`src/rtl/imem_ctrl_if.sv`:
```
// Bundle of the fetch, loader and memory-port signals around imem_ctrl.
// slave is the controller's view; master is the requesters/memory side.
interface imem_ctrl_if #(
    parameter int DEPTH_W = 6
);
    logic               f_req_valid;
    logic               f_req_ready;
    logic [31:0]        f_addr;
    logic               f_rsp_valid;
    logic               f_rsp_ready;
    logic [31:0]        f_rdata;
    logic               f_err;

    logic               l_req_valid;
    logic               l_req_ready;
    logic               l_we;
    logic [31:0]        l_addr;
    logic [31:0]        l_wdata;
    logic               l_rsp_valid;
    logic               l_rsp_ready;
    logic [31:0]        l_rdata;
    logic               l_err;

    logic [DEPTH_W-1:0] mem_addr;
    logic               mem_we;
    logic [31:0]        mem_wdata;
    logic [31:0]        mem_rdata;

    modport slave (
        input  f_req_valid, f_addr, f_rsp_ready,
        input  l_req_valid, l_we, l_addr, l_wdata, l_rsp_ready,
        input  mem_rdata,
        output f_req_ready, f_rsp_valid, f_rdata, f_err,
        output l_req_ready, l_rsp_valid, l_rdata, l_err,
        output mem_addr, mem_we, mem_wdata
    );

    modport master (
        output f_req_valid, f_addr, f_rsp_ready,
        output l_req_valid, l_we, l_addr, l_wdata, l_rsp_ready,
        output mem_rdata,
        input  f_req_ready, f_rsp_valid, f_rdata, f_err,
        input  l_req_ready, l_rsp_valid, l_rdata, l_err,
        input  mem_addr, mem_we, mem_wdata
    );
endinterface

```
`src/rtl/imem_ctrl.sv`:
```
// Instruction-memory arbiter: fetch and loader share one memory port, round-robin on ties.
// Optional misaligned-access rejection is enabled with macro IMEM_CTRL_ALIGN_CHK_EN.
//
// state  | meaning
// IDLE   | arbitrate requesters, accept one
// ACCESS | drive memory port from captured request, latch read data
// RESP   | hold response to the granted requester until it is taken
module imem_ctrl #(
    parameter int DEPTH_W = 6
) (
    input logic         clk,
    input logic         reset,
    imem_ctrl_if.slave  bus
);
    localparam logic [1:0] IDLE   = 2'd0;
    localparam logic [1:0] ACCESS = 2'd1;
    localparam logic [1:0] RESP   = 2'd2;

    localparam logic SRC_F = 1'b0;
    localparam logic SRC_L = 1'b1;

    logic [1:0]         state;
    logic [1:0]         state_nxt;
    logic               last_grant;
    logic               owner;
    logic [DEPTH_W-1:0] cap_idx;
    logic               cap_we;
    logic [31:0]        cap_wdata;
    logic               cap_bad;
    logic [31:0]        rsp_data;
    logic               rsp_err;

    logic               grant_f;
    logic               grant_l;
    logic               accept;
    logic [31:0]        req_addr;
    logic               misaligned;
    logic               rsp_taken;

    // On a tie the requester that did not win last time is served.
    assign grant_f = (state == IDLE) && bus.f_req_valid &&
                     (!bus.l_req_valid || (last_grant == SRC_L));
    assign grant_l = (state == IDLE) && bus.l_req_valid &&
                     (!bus.f_req_valid || (last_grant == SRC_F));
    assign accept  = grant_f || grant_l;

    assign bus.f_req_ready = grant_f;
    assign bus.l_req_ready = grant_l;

    assign req_addr  = grant_l ? bus.l_addr : bus.f_addr;
    assign rsp_taken = (owner == SRC_L) ? bus.l_rsp_ready : bus.f_rsp_ready;

`ifdef IMEM_CTRL_ALIGN_CHK_EN
    assign misaligned = (req_addr[1:0] != 2'b00);
    logic unused_bits;
    assign unused_bits = ^{req_addr[31:DEPTH_W+2]};
`else
    assign misaligned = 1'b0;
    logic unused_bits;
    assign unused_bits = ^{req_addr[31:DEPTH_W+2], req_addr[1:0], rsp_err};
`endif

    always_comb begin
        state_nxt = state;
        case (state)
            IDLE:    if (accept) state_nxt = ACCESS;
            ACCESS:  state_nxt = RESP;
            RESP:    if (rsp_taken) state_nxt = IDLE;
            default: state_nxt = IDLE;
        endcase
    end

    always_ff @(posedge clk or posedge reset) begin
        if (reset) begin
            state      <= IDLE;
            last_grant <= SRC_L;
            owner      <= SRC_F;
            cap_idx    <= '0;
            cap_we     <= 1'b0;
            cap_wdata  <= '0;
            cap_bad    <= 1'b0;
            rsp_data   <= '0;
            rsp_err    <= 1'b0;
        end else begin
            state <= state_nxt;
            if (accept) begin
                last_grant <= grant_l ? SRC_L : SRC_F;
                owner      <= grant_l ? SRC_L : SRC_F;
                cap_idx    <= req_addr[DEPTH_W+1:2];
                cap_we     <= grant_l && bus.l_we;
                cap_wdata  <= grant_l ? bus.l_wdata : 32'h0;
                cap_bad    <= misaligned;
            end
            if (state == ACCESS) begin
                rsp_data <= (cap_we || cap_bad) ? 32'h0 : bus.mem_rdata;
                rsp_err  <= cap_bad;
            end
        end
    end

    // A rejected write never reaches the array.
    assign bus.mem_addr  = cap_idx;
    assign bus.mem_we    = (state == ACCESS) && cap_we && !cap_bad;
    assign bus.mem_wdata = cap_wdata;

    assign bus.f_rsp_valid = (state == RESP) && (owner == SRC_F);
    assign bus.l_rsp_valid = (state == RESP) && (owner == SRC_L);
    assign bus.f_rdata     = rsp_data;
    assign bus.l_rdata     = rsp_data;

`ifdef IMEM_CTRL_ALIGN_CHK_EN
    assign bus.f_err = rsp_err;
    assign bus.l_err = rsp_err;
`else
    assign bus.f_err = 1'b0;
    assign bus.l_err = 1'b0;
`endif
endmodule
```
`src/flat_wrapper.sv`:
```
// flat-port wrapper written by rule: the top's interface ports become plain ports
module imem_ctrl_flat 
#(
    parameter int DEPTH_W = 6
)
  (clk, reset, bus_f_req_valid, bus_f_addr, bus_f_rsp_ready, bus_l_req_valid, bus_l_we, bus_l_addr, bus_l_wdata, bus_l_rsp_ready, bus_mem_rdata, bus_f_req_ready, bus_f_rsp_valid, bus_f_rdata, bus_f_err, bus_l_req_ready, bus_l_rsp_valid, bus_l_rdata, bus_l_err, bus_mem_addr, bus_mem_we, bus_mem_wdata);
  imem_ctrl_if #(.DEPTH_W(DEPTH_W)) bus_i ();
  input logic clk;
  input logic reset;
  input wire logic [$bits(bus_i.f_req_valid)-1:0] bus_f_req_valid;
  input wire logic [$bits(bus_i.f_addr)-1:0] bus_f_addr;
  input wire logic [$bits(bus_i.f_rsp_ready)-1:0] bus_f_rsp_ready;
  input wire logic [$bits(bus_i.l_req_valid)-1:0] bus_l_req_valid;
  input wire logic [$bits(bus_i.l_we)-1:0] bus_l_we;
  input wire logic [$bits(bus_i.l_addr)-1:0] bus_l_addr;
  input wire logic [$bits(bus_i.l_wdata)-1:0] bus_l_wdata;
  input wire logic [$bits(bus_i.l_rsp_ready)-1:0] bus_l_rsp_ready;
  input wire logic [$bits(bus_i.mem_rdata)-1:0] bus_mem_rdata;
  output wire logic [$bits(bus_i.f_req_ready)-1:0] bus_f_req_ready;
  output wire logic [$bits(bus_i.f_rsp_valid)-1:0] bus_f_rsp_valid;
  output wire logic [$bits(bus_i.f_rdata)-1:0] bus_f_rdata;
  output wire logic [$bits(bus_i.f_err)-1:0] bus_f_err;
  output wire logic [$bits(bus_i.l_req_ready)-1:0] bus_l_req_ready;
  output wire logic [$bits(bus_i.l_rsp_valid)-1:0] bus_l_rsp_valid;
  output wire logic [$bits(bus_i.l_rdata)-1:0] bus_l_rdata;
  output wire logic [$bits(bus_i.l_err)-1:0] bus_l_err;
  output wire logic [$bits(bus_i.mem_addr)-1:0] bus_mem_addr;
  output wire logic [$bits(bus_i.mem_we)-1:0] bus_mem_we;
  output wire logic [$bits(bus_i.mem_wdata)-1:0] bus_mem_wdata;
  assign bus_i.f_req_valid = bus_f_req_valid;
  assign bus_i.f_addr = bus_f_addr;
  assign bus_i.f_rsp_ready = bus_f_rsp_ready;
  assign bus_i.l_req_valid = bus_l_req_valid;
  assign bus_i.l_we = bus_l_we;
  assign bus_i.l_addr = bus_l_addr;
  assign bus_i.l_wdata = bus_l_wdata;
  assign bus_i.l_rsp_ready = bus_l_rsp_ready;
  assign bus_i.mem_rdata = bus_mem_rdata;
  assign bus_f_req_ready = bus_i.f_req_ready;
  assign bus_f_rsp_valid = bus_i.f_rsp_valid;
  assign bus_f_rdata = bus_i.f_rdata;
  assign bus_f_err = bus_i.f_err;
  assign bus_l_req_ready = bus_i.l_req_ready;
  assign bus_l_rsp_valid = bus_i.l_rsp_valid;
  assign bus_l_rdata = bus_i.l_rdata;
  assign bus_l_err = bus_i.l_err;
  assign bus_mem_addr = bus_i.mem_addr;
  assign bus_mem_we = bus_i.mem_we;
  assign bus_mem_wdata = bus_i.mem_wdata;
  imem_ctrl #(.DEPTH_W(DEPTH_W)) u_core (.clk(clk), .reset(reset), .bus(bus_i));
endmodule
```
`config.mk`:
```
export PLATFORM = sky130hd
export DESIGN_NAME = imem_ctrl_flat
export DESIGN_NICKNAME = d
export VERILOG_FILES = /design/src/rtl/imem_ctrl_if.sv /design/src/rtl/imem_ctrl.sv /design/src/flat_wrapper.sv
export SDC_FILE = /design/constraint.sdc
export NUM_CORES = 1
export LEC_CHECK = 0
export ABC_AREA = 0
export CAP_MARGIN = 25
export CORE_MARGIN = 2
export CORE_UTILIZATION = 40
export DETAILED_ROUTE_END_ITERATION = 7
export DONT_BUFFER_PORTS = 1
export RECOVER_POWER = 25
export SLEW_MARGIN = 10
export SYNTH_ARGS = -nofsm -noshare
export SYNTH_HDL_FRONTEND = slang
export SYNTH_SLANG_ARGS = --single-unit
```
`constraint.sdc`:
```
create_clock -name clk -period 2.3 [get_ports clk]
set_clock_uncertainty 0.15 [all_clocks]
set_input_delay 0.115 -clock clk [delete_from_list [all_inputs] [get_ports clk]]
set_output_delay 0.115 -clock clk [all_outputs]
set_load 0.1 [all_outputs]
```
After elaboration in Yosys (flattened, before gate mapping)
Cells that the tools add are included.
{"block": "totals", "in_bits": 135, "ff_bits": 75, "wordCells": 36, "rom_bits": 0, "mem_count": 0, "latch_bits": 0, "ram_bits": 0, "output_inout_bits": 109}
{"block": "classes", "addsub": 0, "mul": 0, "n_shift": 0, "eq_ne": 4, "div_mod_pow": 0, "bitwise": 2, "n_reduce_logical": 15, "mux": 8, "order_cmp": 0}
{"op": "32-bit 2-to-1 mux", "n": 2}
{"op": "1-bit logical AND", "n": 8}
{"op": "8-bit 2-to-1 mux", "n": 1}
{"op": "2-bit case mux with 3 select lines", "n": 1}
{"op": "2-bit 2-to-1 mux", "n": 2}
{"op": "2-bit by 1-bit != test with 1-bit output, second input constant", "n": 2}
{"op": "1-bit logical OR", "n": 3}
{"op": "2-bit by 1-bit == test with 1-bit output, second input constant", "n": 1}
{"op": "2-bit == test, second input constant", "n": 1}
{"op": "1-bit logical NOT", "n": 2}
{"op": "2-bit logical NOT", "n": 1}
{"op": "1-bit 2-to-1 mux", "n": 2}
{"op": "1-bit inverter", "n": 2}
{"op": "2-bit AND reduction", "n": 1}

Longest topological paths before layout
{"block": "logic_depth", "depth_word": 6, "depth_mapped": 5, "ltp_nobuf": 3}

Worst setup path before layout
Ideal clock, no wire load.
{"block": "synth_path", "path_type": "reg-to-output", "start": "register u_core.state[1]", "end": "output bus_mem_we", "arrival_ns": 2.158, "required_time_ns": 2.035, "stages_incl_launch_ff": 5, "n_path_buf": 2, "path_slack_ns": -0.123, "path_cell_list": "dfrtp_1 > nand2b_1 > buf_2 > buf_2 > nor2_1"}
{"block": "synth_between", "elab_chain_len": 2}
{"element": "start, declared", "line": "imem_ctrl.sv:22", "source": "logic [1:0] state;"}
{"element": "start signal, assigned", "line": "imem_ctrl.sv:85", "source": "state <= state_nxt;"}
{"element": "2-bit by 1-bit == test with 1-bit output", "line": "imem_ctrl.sv:103", "source": "assign bus.mem_we = (state == ACCESS) && cap_we && !cap_bad;"}
{"element": "1-bit logical AND", "line": "imem_ctrl.sv:103"}
{"element": "end, declared", "line": "flat_wrapper.sv:28", "source": "output wire logic [$bits(bus_i.mem_we)-1:0] bus_mem_we;"}
No other way between the ends.

Final worst setup path
{"block": "layout_path", "start": "register u_core.last_grant", "end": "register u_core.cap_idx[5], in the netlist u_core.bus.mem_addr[5]"}
{"block": "layout_between", "elab_chain_len": 4, "word_cells_on_any_way": 7, "cone_classes": "mux: 1; bitwise: 1; reduce/logical: 5"}
{"element": "start, declared", "line": "imem_ctrl.sv:24", "source": "logic last_grant;"}
{"element": "start signal, assigned", "line": "imem_ctrl.sv:87", "source": "last_grant <= grant_l ? SRC_L : SRC_F;"}
{"element": "1-bit inverter", "line": "imem_ctrl.sv:44", "source": "(!bus.f_req_valid || (last_grant == SRC_F));"}
{"element": "1-bit logical OR", "line": "imem_ctrl.sv:44"}
{"element": "1-bit logical AND", "line": "imem_ctrl.sv:43", "source": "assign grant_l = (state == IDLE) && bus.l_req_valid &&"}
{"element": "8-bit 2-to-1 mux / 1-bit logical OR (equally long branches)", "line": "imem_ctrl.sv:50, imem_ctrl.sv:45"}
{"element": "end signal, assigned", "line": "imem_ctrl.sv:89", "source": "cap_idx <= req_addr[DEPTH_W+1:2];"}
{"element": "end, declared", "line": "imem_ctrl.sv:26", "source": "logic [DEPTH_W-1:0] cap_idx;"}
Several ways; a longest one is shown, not always the timed one.
A chain may end at the register's enable or synchronous reset.

==> out/metrics.cfg <==
[synthesis]
synth_area_leaders=dfrtp_1 (57%), a22o_1 (9.0%), buf_4 (7.9%), nand2_1 (7.6%), o21ai_0 (5.7%)
ys_ff_latch=75
synthesis.area_sq_mm=0.00323
synth_area_leader_cell=dfrtp_1
avgSynthCellArea_sq_um=10.6
synthCells=305
synth_cell_types=26
yosys_warnings=0
synth_seq_area_share_pct=58.2
synth_top_area_share_pct=57.3

[setup_path]
reg2reg_to=u_core.bus.mem_addr[5]$_DFFE_PP0P_
cp-start-kind=register
worst_path_dominant_cell_family=buffers and inverters
r2r_setup_slack_ns=0.15
cp.depth=4
worst-setup-path-type=reg2reg
r2r_cells=4
crit_buf_inv=1
crit_end=u_core.bus.mem_addr[5]$_DFFE_PP0P_
cp-startpoint=u_core.last_grant$_DFFE_PP1P_
crit_slowest_cell=dlygate4sd3_1
critical_path.cell_chain=nand2_1 -> and2_2 -> o311ai_0 -> dlygate4sd3_1
crit-reg2reg-launch=u_core.last_grant$_DFFE_PP1P_
crit_required_ns=2.41
cp-end-kind=register
path_max_fanout=9
cp.arrival_ns=2.26
cpPeakStageDelay_ns=0.60

[die]
dieArea_sq_mm=0.00881
fp.dieH_um=93.9
rows=32
core-area_sq_mm=0.00777
die_x_um=93.9
initial_core_util_pct=41.6
io_pins=244

[route]
first_pass_iters=4
avgViaCountPerCell=4.97
drt_iter0_drc=53
drc=0
vias=2651
avgRoutedWirePerCell_um=16.0
drt-total-wl_um=8510
ant_nets=0

[timing]
finalSetupViolations=0
rsz0062_at_grt=no
relSlewSlack_pct=-3.21
tightest_slew_ns=1.55
period_minus_slack_ns=2.15
fin_crit_sh_pct=93.3
finalSetupTns_ns=0
worst_slack_ns=0.155
hold_viol=0
fmax_mhz=466
final_max_slew_viol_count=41

[global_routing]
grt-ovfl-total=0
grt_max_degree=53
antenna_found_initial=0
grt_util_all_layers_pct=19.5
grtUsageMet1_pct=22.3
met3_usage_pct=8.27
grt_pass1_wl_um=13300
grt.busiest_layer=met2
grt_pass1_vias=2716
met2_usage_pct=33.0

[placement]
io_buffer_count=0
place.gp.congestion=0.781
pre_cts_ws_ns=0.573
post-dp-hpwl_um=5330
place_area_sq_mm=0.00391
dp_cells=435

[cells_and_area]
drive_gt1_share_pct=27.6
final_cells=533
design_area_sq_mm=0.00492
area_growth_pct=52.5
nFillCells=602
layout_commonest_cell=dlygate4sd3_1
fin_nets=561
final_cell_mix=dlygate4sd3_1 (82), nand2_1 (65), dfrtp_1 (42), buf_4 (39), o21ai_0 (37)
insertedDiodeCount=0

[status]
outcome=finished with violations
violations=capacitance limit, slew limit

[clock_tree]
clockBufferDepth=2
clock_latency_ns=0.33
post_cts_buffers=0
cts_tree=yes
clock-sinks=75
clkTransAtPathRegs_ns=0.08
cts_max_level=3
cts_buffers=9
cts_root_buf=clkbuf_8

[run]
drv_cap=1

[hold_path]
hold_path_depth=2
hp-class=in2reg

## cell type report
type / count / area, sq um / share of cell area [%]
Clock inverter: 4 / 120 / 2.44
Multi-Input combinational cell: 167 / 957 / 19.4
Clock buffer: 12 / 155 / 3.15
Inverter: 10 / 37.5 / 0.762
Sequential cell: 75 / 1920 / 39.0
Timing Repair Buffer: 163 / 1610 / 32.7
Tap cell: 102 / 128 / 2.59
## what timing repair did
action,4_1_cts,5_1_grt
endpoints found under the hold margin,112,0
gates resized for setup,0,0
hold buffers,82,0
## per-stage QoR
| stage | utilization (%) | hold WS [ns] |
|---|---|---|
| after floorplan | - | 0.0976 |
| after global placement | 50.1 | 0.0596 |
| after detailed placement | 50.3 | 0.0773 |
| after CTS | 64.4 | 0.0133 |
| after global routing | 63.4 | 0.0563 |
| final | 63.4 | 0.0441 |
## registers in the layout, indices dropped and copies added, names as in the netlist
name,cells
u_core.owner,1
u_core.bus.f_rdata,32
u_core.bus.mem_wdata,32
u_core.cap_we,1
u_core.bus.mem_addr,6
u_core.last_grant,1
u_core.state,2
## how the worst min path moves through the flow
stage,slack [ns],from,end
2_1_floorplan,0.1,bus_l_wdata[29],u_core.bus.mem_wdata[29]$_DFFE_PP0P_
3_3_place_gp,0.06,reset,u_core.bus.mem_wdata[21]$_DFFE_PP0P_
3_5_place_dp,0.08,reset,u_core.bus.mem_wdata[22]$_DFFE_PP0P_
4_1_cts,0.01,bus_f_req_valid,u_core.last_grant$_DFFE_PP1P_
5_1_grt,0.06,bus_f_req_valid,u_core.last_grant$_DFFE_PP1P_
6_report,0.04,bus_f_req_valid,u_core.last_grant$_DFFE_PP1P_
## logic make-up after synthesis
kind of cell / count (synthesis) / share of synthesized area, %
other: 1 / 0.116
flip-flops: 75 / 58.2
AND/OR/NAND/NOR: 83 / 10.8
buffers and inverters: 64 / 12.8
AO/OA/AOI/OAI: 81 / 17.7
multiplexers: 1 / 0.349
## cell usage after synthesis (all sizes together)
library cell and count:
a22o 33, inv 10, mux2 1, o22a 1, and2 1, nand3 6, o21ai 40, nor2 5
and3 1, clkbuf 9, buf 45, nor3b 1, o311ai 6, nand2 65, nand2b 2, o21bai 1
dfstp 1, or2b 1, conb 1, or2 1, dfrtp 74
## metal layers
metal  up-vias  wire, um
li1       1238         -
met1      1259      3240
met2       140      4240
met3        14       896
met4         0       136
met5         -         0
Power is not shown: default switching activity piles up to over one toggle a cycle in this logic, so the estimate is an artifact.
